$ cat config.mk
export PLATFORM = sky130hd
export DESIGN_NAME = stage_fetch_queue
export DESIGN_NICKNAME = d
export VERILOG_FILES = /design/src/rtl/stage_fetch_queue.sv
export SDC_FILE = /design/constraint.sdc
export NUM_CORES = 1
export LEC_CHECK = 0
export BUFFER_PORTS_ARGS = -buffer_cell sky130_fd_sc_hd__buf_2
export CAP_MARGIN = 10
export CELL_PAD_IN_SITES_DETAIL_PLACEMENT = 1
export CELL_PAD_IN_SITES_GLOBAL_PLACEMENT = 1
export CORE_MARGIN = 2
export CORE_UTILIZATION = 49
export DETAILED_ROUTE_END_ITERATION = 10
export GPL_TIMING_DRIVEN = 0
export PLACE_DENSITY = 0.82
export REMOVE_ABC_BUFFERS = 1
export SETUP_SLACK_MARGIN = 0.2
export SKIP_LAST_GASP = 1
export SLEW_MARGIN = 20
export SYNTH_ARGS = -nofsm -noshare
export SYNTH_HDL_FRONTEND = slang
export SYNTH_SLANG_ARGS = --single-unit
export TNS_END_PERCENT = 10
$ cat constraint.sdc
create_clock -name clk -period 4.18 [get_ports clk]
set_input_delay 0.418 -clock clk [delete_from_list [all_inputs] [get_ports clk]]
set_output_delay 0.418 -clock clk [all_outputs]
set_load 0.005 [all_outputs]
$ cat src/rtl/stage_fetch_queue.sv
// stage_fetch_queue: instruction-fetch stage. It keeps a DEPTH-entry prefetch
// queue of {instruction, pc, next_pc} records between the instruction ROM and
// decode. It supports a combinational or a registered ROM, a branch redirect
// that flushes the queue and kills any in-flight fetch, and a sticky EBREAK stop.
module stage_fetch_queue #(
  parameter int                    ADDR_WIDTH  = 10,
  parameter int                    WORD_WIDTH  = 32,
  parameter int                    DEPTH       = 4,
  parameter int                    ROM_LATENCY = 0,
  parameter int                    PC_STEP     = 4,
  parameter logic [ADDR_WIDTH-1:0] RESET_PC    = '0
) (
  input  logic                          clk,
  input  logic                          reset,
  input  logic                          stall,
  input  logic                          redirect,
  input  logic [ADDR_WIDTH-1:0]         redirect_target,
  input  logic                          ebreak_in,
  output logic [ADDR_WIDTH-1:0]         rom_address,
  output logic                          rom_enable,
  input  logic [WORD_WIDTH-1:0]         rom_data,
  output logic                          out_valid,
  output logic [WORD_WIDTH-1:0]         out_instr,
  output logic [ADDR_WIDTH-1:0]         out_pc,
  output logic [ADDR_WIDTH-1:0]         out_next_pc,
  output logic [$clog2(DEPTH+1)-1:0]    occupancy,
  output logic                          cpu_stop
);

  localparam int                    PTR_W = $clog2(DEPTH);
  localparam int                    OCC_W = $clog2(DEPTH + 1);
  localparam int                    LVL_W = OCC_W + 1;
  localparam logic [ADDR_WIDTH-1:0] STEP  = ADDR_WIDTH'(PC_STEP);
  localparam bit                    LAT1  = (ROM_LATENCY == 1);

  // PC increment, wrapping modulo 2^ADDR_WIDTH.
  function automatic logic [ADDR_WIDTH-1:0] pc_inc(input logic [ADDR_WIDTH-1:0] pc);
    return pc + STEP;
  endfunction

  // Control state.
  logic [ADDR_WIDTH-1:0] fetch_pc;
  logic [OCC_W-1:0]      occ;
  logic [PTR_W-1:0]      rd_ptr;
  logic [PTR_W-1:0]      wr_ptr;
  logic                  stop_q;
  logic                  vld_p1;

  // Datapath state: queue storage and the pc of an outstanding registered fetch.
  logic [ADDR_WIDTH-1:0] pc_p1;
  logic [WORD_WIDTH-1:0] q_instr   [DEPTH];
  logic [ADDR_WIDTH-1:0] q_pc      [DEPTH];
  logic [ADDR_WIDTH-1:0] q_next_pc [DEPTH];

  logic                  pop;
  logic                  issue;
  logic                  push;
  logic [LVL_W-1:0]      level;
  logic [ADDR_WIDTH-1:0] push_pc;

  // Pop/issue/push decisions. The issue rule counts the outstanding fetch as
  // an occupied slot, so a push can never land in a full queue.
  always_comb begin
    pop     = (occ != '0) & ~stall & ~redirect;
    level   = {1'b0, occ} + LVL_W'(vld_p1) - LVL_W'(pop);
    issue   = reset & ~stop_q & ~redirect & (level < LVL_W'(DEPTH));
    push    = LAT1 ? (vld_p1 & ~redirect) : issue;
    push_pc = LAT1 ? pc_p1 : fetch_pc;
  end

  // Fetch PC, queue pointers, occupancy, in-flight flag and the sticky stop.
  // Redirect wins over everything and empties the queue and the fetch pipe.
  always_ff @(posedge clk or negedge reset) begin
    if (!reset) begin
      fetch_pc <= RESET_PC;
      occ      <= '0;
      rd_ptr   <= '0;
      wr_ptr   <= '0;
      vld_p1   <= 1'b0;
      stop_q   <= 1'b0;
    end else begin
      stop_q <= stop_q | ebreak_in;
      if (redirect) begin
        fetch_pc <= redirect_target;
        occ      <= '0;
        rd_ptr   <= '0;
        wr_ptr   <= '0;
        vld_p1   <= 1'b0;
      end else begin
        if (issue) begin
          fetch_pc <= pc_inc(fetch_pc);
        end
        vld_p1 <= LAT1 & issue;
        if (push) begin
          wr_ptr <= wr_ptr + PTR_W'(1);
        end
        if (pop) begin
          rd_ptr <= rd_ptr + PTR_W'(1);
        end
        occ <= occ + OCC_W'(push) - OCC_W'(pop);
      end
    end
  end

  // Fetch pipe p0 -> p1 and queue writes; data needs no reset because every
  // read is qualified by the control state above.
  always_ff @(posedge clk) begin
    if (issue) begin
      pc_p1 <= fetch_pc;
    end
    if (push) begin
      q_instr[wr_ptr]   <= rom_data;
      q_pc[wr_ptr]      <= push_pc;
      q_next_pc[wr_ptr] <= pc_inc(push_pc);
    end
  end

  assign rom_address = fetch_pc;
  assign rom_enable  = issue;
  assign out_valid   = (occ != '0);
  assign out_instr   = q_instr[rd_ptr];
  assign out_pc      = q_pc[rd_ptr];
  assign out_next_pc = q_next_pc[rd_ptr];
  assign occupancy   = occ;
  assign cpu_stop    = stop_q;

endmodule

==> out/metrics.yaml, run 1 <==
global_routing:
  grt_pass1_wl_um: 26790
  antenna_found_initial: 0
  grt_pass1_vias: 4607
  track_usage: 0.1962
  overflow: 0
  grt_max_degree: 44
drt:
  first_iter_violations: 206
  first_pass_iters: 4
  totalWireLength_um: 17090
  drtAntennaViolNets: 0
  vias_per_cell: 5.580
  vias: 4196
  drc: 0
  wl_per_cell_um: 22.73
sta:
  hold_ws_ns: 0.1129
  fin_crit_sh: 0.8575
  drv_slew: 0
  hold_violations: 0
  fin_worst_skew_ns: 0.007249
  setup_violations: 0
  tightest_slew_ns: 0.7633
  slew_headroom: 0.4895
  max_freq_ghz: 0.2790
  grt_setup_unrepaired: "false"
  min_period_ns: 3.584
hold_path:
  hold_start: "ebreak_in"
  min_path_type: "primary input to flop"
  whs_path_depth: 2
  min_to: "cpu_stop"
final_layout:
  final_nets: 575
  drive_above_1_share: 0.4041
  n_antenna_cell: 0
  fin_util: 0.6104
  syn2layout_area_growth_pct: 21.14
  fill_cells: 1459
cts:
  cts_resized: 0
  cts_tree: "built"
  clkTransAtPathRegs_ns: 0.06
  cts_buffer_depth: 3
  clkLatencyLatePin_ns: 0.50
  cts_sinks: 218
  h-tree-depth: 1
  cts_buffers: 24
  cts_root_buf: "clkbuf_16"
die:
  die_h_um: 134.8
  num_io_pins: 115
  start_util: 0.5039
  die_w_um: 134.8
  num_rows: 47
  die-area_mm2: 0.01818
  core_mm2: 0.01664
critical_path:
  path_common_cell: "nor3_1"
  reg2reg_slack_ns: 0.79
  max_stage_delay_ns: 0.61
  worst_path_dominant_cell_family: "simple AND/OR/NAND/NOR gates"
  crit_type: "flop to primary output"
  path_cells: "nor3_1 > nor3_1 > ha_1 > and4bb_1 > a211oi_4 > nor3_1 > buf_2"
  rr_endpoint: "q_instr[1][21]"
  slowest_stage: "a211oi_4"
  path_buf_inv: 1
  start_kind: "flop"
  reg2reg_from: "occupancy[2]"
  worstPathRequired_ns: 3.76
  crit_path_end_kind: "primary output"
  reg2reg_depth: 8
  crit_start: "occupancy[2]"
  cp.arrival_ns: 3.17
  worst-path-max-fanout: 20
placement:
  portBuffers: 114
  gp_congestion: 0.7439
  hpwl_um: 10710
logic_synthesis:
  ys_seq_elements: 218
  synth.cell_area_mm2: 0.008386
  synth.avg_cell_area_um2: 21.56
  yosysWarnings: 0
  ys_seq_area_frac: 0.7699
  postSynthCellCount: 389
  yosysUniqueCellTypes: 40
power:
  ir_drop_mv: 0.3354
  power_mw: 5.300
  p_per_area_mw_per_mm2: 521.7
  power.leakage_nw: 3.453
outcome:
  status: "finished, final reports clean"
run:
  max_cap_violations: 0
## registers in the layout, indices dropped and copies added (netlist names)
register     count
cpu_stop         1
occupancy        3
q_instr        128
q_next_pc       40
q_pc            32
rd_ptr           2
rom_address     10
wr_ptr           2
## cells by family (layout without fill, tap and decap cells)
kind of cell | after synthesis | in the layout | synth area share
AO/OA/AOI/OAI | 22 | 22 | 0.01746
XOR/XNOR | 8 | 8 | 0.008356
adder cells (fa/ha/maj) | 11 | 11 | 0.01731
buffers and inverters | 30 | 173 | 0.01626
flip-flops | 218 | 218 | 0.7699
multiplexers | 53 | 53 | 0.1382
AND/OR/NAND/NOR | 47 | 47 | 0.03253
## layer usage
metal	vias up	share of wire	track usage
met5	-	0	0
met4	0	0.019	0.04795
met3	29	0.047	0.03529
met2	114	0.52	0.3426
met1	2210	0.41	0.2583
li1	1843	-	-
## Yosys cell counts
library cell    n  area, µm²
or4_1           4      30.03
o22a_1          1      8.760
buf_1           1      3.750
dfrtp_1        18      450.4
or3_1           5      31.28
o21a_1          1      7.510
buf_4           2      15.01
xnor2_1         7      61.31
mux2_2          2      22.52
buf_6           1      11.26
or2_1           1      6.260
nor2b_1         2      12.51
a31oi_1         6      37.54
o21ai_0         5      25.02
a211oi_2        1      12.51
nand3_1         2      10.01
nand3b_1        2      15.01
mux4_2         50       1126
mux2i_1         1      10.01
and4_1          1      8.760
nand2_1         4      15.01
and2_1          4      25.02
nand4_1         1      6.260
ha_1           10      125.1
nor2_1         11      41.29
edfxtp_1      200       6006
nor3b_1         1      7.510
nand2b_1        2      12.51
o31ai_1         5      37.54
a22oi_1         1      7.510
inv_1          11      41.29
xor2_1          1      8.760
nor3_1          4      20.02
and4bb_1        1      12.51
buf_2           7      35.03
a21oi_1         2      10.01
nor3b_2         1      12.51
or2_2           1      6.260
fa_1            1      20.02
clkbuf_1        8      30.03
## stage by stage
stage	TNS, ns	cells	worst slack (ns)	cell area [µm²]
floorplan	0	370	0.6773	8290
global placement	-101.61	704	-0.5223	9136
detailed placement	0	710	0.5022	9319
CTS	0	752	0.2099	10150
global route	0	752	0.4051	10160
finish	0	752	0.5956	10160
## what timing repair did
action	4_1_cts	5_1_grt
buffers inserted	0	0
hold buffers	1	0
hold endpoints to repair	18	0
## worst max path at each step
stage	end	cells after the start
3_3_place_gp	q_instr[1][7]	7
2_1_floorplan	q_instr[0][0]	7
5_1_grt	rom_enable	7
4_1_cts	rom_enable	7
6_report	rom_enable	7
3_5_place_dp	occupancy[1]	10
## placed cells by master (no fill, tap or decap), types with 2 or more instances in the layout
| master | netlist | final |
|---|---|---|
| edfxtp_1 | 200 | 200 |
| nand3b_1 | 2 | 2 |
| o31ai_1 | 5 | 5 |
| dfrtp_1 | 18 | 16 |
| clkbuf_16 | 0 | 25 |
| nor3_1 | 4 | 4 |
| a31oi_1 | 6 | 6 |
| xnor2_1 | 7 | 7 |
| or4_1 | 4 | 4 |
| clkinv_1 | 0 | 5 |
| nand2_1 | 4 | 4 |
| o21ai_0 | 5 | 5 |
| dfrtp_4 | 0 | 2 |
| or3_1 | 5 | 5 |
| nand2b_1 | 2 | 2 |
| inv_1 | 11 | 11 |
| clkbuf_1 | 8 | 2 |
| bufinv_16 | 0 | 5 |
| buf_2 | 7 | 114 |
| clkinv_2 | 0 | 4 |
| nor2b_1 | 2 | 2 |
| nand3_1 | 2 | 2 |
| buf_16 | 0 | 6 |
| nor2_1 | 11 | 11 |
| ha_1 | 10 | 10 |
| mux2_2 | 2 | 2 |
| mux4_2 | 50 | 50 |
| and2_4 | 0 | 4 |
| a21oi_1 | 2 | 2 |
## report_power, final
| group | internal [mW] | switching, mW | leakage, nW |
|---|---|---|---|
| Sequential | 2.42 | 0.0748 | 2.01 |
| Combinational | 0.333 | 0.304 | 1.04 |
| Clock | 1.38 | 0.785 | 0.405 |
## cell type report
cell class              count  area [µm²]  area share
clock buffers              27       633.1     0.06232
clock inverters            14       188.9     0.01860
inverters                  11       41.29    0.004065
multi-input cells         141        1810      0.1782
flip-flops and latches    218        6464      0.6363
well taps                 220       275.3     0.02710
repair buffers            121       745.7     0.07341
(Power assumes the default switching activity.)
==> run 2: changes to the inputs <==
--- a/config.mk
+++ b/config.mk
@@ -6,14 +6,13 @@
 export NUM_CORES = 1
 export LEC_CHECK = 0
 export BUFFER_PORTS_ARGS = -buffer_cell sky130_fd_sc_hd__buf_2
-export CAP_MARGIN = 10
 export CELL_PAD_IN_SITES_DETAIL_PLACEMENT = 1
 export CELL_PAD_IN_SITES_GLOBAL_PLACEMENT = 1
 export CORE_MARGIN = 2
-export CORE_UTILIZATION = 49
+export CORE_UTILIZATION = 29
 export DETAILED_ROUTE_END_ITERATION = 10
 export GPL_TIMING_DRIVEN = 0
-export PLACE_DENSITY = 0.82
+export PLACE_DENSITY = 0.55
 export REMOVE_ABC_BUFFERS = 1
 export SETUP_SLACK_MARGIN = 0.2
 export SKIP_LAST_GASP = 1
==> out/metrics.yaml, run 2 (synthesis results as in run 1) <==
final_layout:
  fill_cells: 2813
  top_register: "q_instr"
  fin_area_mm2: 0.01028
  final_common_cell: "edfxtp_1"
  n_antenna_cell: 0
  drive_above_1_share: 0.4015
  multi_input_area_mm2: 0.001810
  syn2layout_area_growth_pct: 22.61
  mostFrequentLayoutCells: "200 x edfxtp_1, 114 x buf_2, 50 x mux4_2"
  largest_register_ffs: 128
  regArea_mm2: 0.006464
  final_nets: 575
  largestRegisters: "q_instr x128, q_next_pc x40, q_pc x32"
  stdcell_count: 917
cts:
  cts_resized: 0
  cts_buffers: 24
  clkLatencyLatePin_ns: 0.51
  cts_setup_buffers: 0
  clkTransAtPathRegs_ns: 0.06
  cts_tree: "built"
  h-tree-depth: 1
  cts_sinks: 218
  cts_buffer_depth: 3
  cts_root_buf: "clkbuf_16"
critical_path:
  max_stage_delay_ns: 0.61
  start_kind: "flop"
  worstPathRequired_ns: 3.76
  path_common_cell: "nor3_1"
  crit_path_end_kind: "primary output"
  worst-path-max-fanout: 20
  cp.arrival_ns: 3.14
  path_cells: "nor3_1 > nor3_1 > ha_1 > and4bb_1 > a211oi_4 > nor3_1 > buf_2"
  slowest_stage: "a211oi_4"
  reg2reg_depth: 8
  crit_type: "flop to primary output"
sta:
  fin_worst_skew_ns: 0.007709
  drv_slew: 0
  max_freq_ghz: 0.2813
  min_period_ns: 3.555
  hold_violations: 0
  setup_slack_ns: 0.6251
  fin_crit_sh: 0.8505
  grt_setup_unrepaired: "false"
  slew_headroom: 0.4979
  setup_violations: 0
  hold_ws_ns: 0.1120
  tightest_slew_ns: 0.7507
  final.setup.tns_ns: 0
drt:
  first_iter_violations: 242
  drtAntennaViolNets: 0
  vias_per_cell: 4.542
  drc: 0
  met1_length_um: 7385
  maxUsedRoutingLayer: "met4"
  route.met3.wl_um: 905
  wl_per_cell_um: 18.80
  vias: 4165
  wl_met2_um: 8656
  first_pass_iters: 4
  totalWireLength_um: 17240
placement:
  gp_congestion: 0.6906
  hpwl_um: 10870
  dp_cells: 874
  dpl_cell_area_mm2: 0.009509
  portBuffers: 114
  preCtsSetupSlack_ns: 0.5161
run:
  max_cap_violations: 0
global_routing:
  grt_pass1_vias: 4581
  antenna_found_initial: 0
  grt_max_degree: 40
  overflow: 0
  grt_pass1_wl_um: 26880
  track_usage: 0.1151
die:
  num_rows: 62
  num_io_pins: 115
  start_util: 0.2929
  die-area_mm2: 0.03029
  core_mm2: 0.02863
  die_w_um: 174.0
  die_h_um: 174.0
hold_path:
  min_path_type: "primary input to flop"
  whs_path_depth: 2
outcome:
  status: "finished, final reports clean"
power:
  ir_drop_mv: 0.2088
  power.leakage_nw: 3.407
  p_per_area_mw_per_mm2: 500.6
-- run 2: changes by cell type in the layout (fill, tap and decap cells not counted) --
cell / before / now
bufinv_16: 5 / 2
buf_12: 0 / 2
buf_16: 6 / 4
clkinvlp_4: 0 / 2
clkbuf_1: 2 / 3
clkinv_1: 5 / 6
-- run 2: cell type report --
cell class	instances	share of cell area
clock buffers	28	0.06194
repair buffers	121	0.07107
clock inverters	14	0.01144
inverters	11	0.004016
multi-input cells	141	0.1761
flip-flops and latches	218	0.6287
well taps	384	0.04673
-- run 2: path summary, 6_finish.rpt --
| kind | start | slack, ns | endpoint |
|---|---|---|---|
| setup / recovery | occupancy[2] | 0.63 | rom_enable |
| hold / removal | ebreak_in | 0.11 | cpu_stop |
| setup reg to reg | occupancy[2] | 0.78 | q_instr[2][28] |
| hold reg to reg | cpu_stop | 0.52 | cpu_stop |
| max in group asynchronous | reset | 3.40 | rd_ptr[1] |
| min in group asynchronous | reset | 0.41 | rom_address[0] |
-- run 2: routing by layer --
metal | vias to the layer above | GRT usage
met5 | - | 0
met4 | 0 | 0.03011
li1 | 1844 | -
met3 | 26 | 0.02647
met2 | 113 | 0.1992
met1 | 2182 | 0.1457
-- run 2: through the flow --
stage / utilization / power, mW
5_1_grt: 0.3592 / 5.381
2_1_floorplan: - / 2.910
6_report: 0.3592 / 5.146
3_5_place_dp: 0.3322 / 3.181
3_3_place_gp: 0.3263 / 3.171
4_1_cts: 0.3589 / 5.241
-- run 2: what timing repair did --
item / 4_1_cts / 5_1_grt
endpoints found under the setup margin: 0 / 0
hold endpoints to repair: 18 / 0
hold buffers: 1 / 0
-- run 2: power by group --
part	internal, mW	leakage, nW	switching (mW)
clock	1.20	0.365	0.815
sequential	2.42	2.01	0.0877
combinational	0.328	1.03	0.292
total	3.95	3.41	1.20
-- run 2: critical path: cells and delay by family, from the launching register on --
kind | cells | cell delay, ns
AOI/OAI and AO/OA | 1 | 0.61
adders and majority gates | 1 | 0.24
buffers and inverters | 1 | 0.20
DFF | 1 | 0.44
and+or+nand+nor | 4 | 1.13
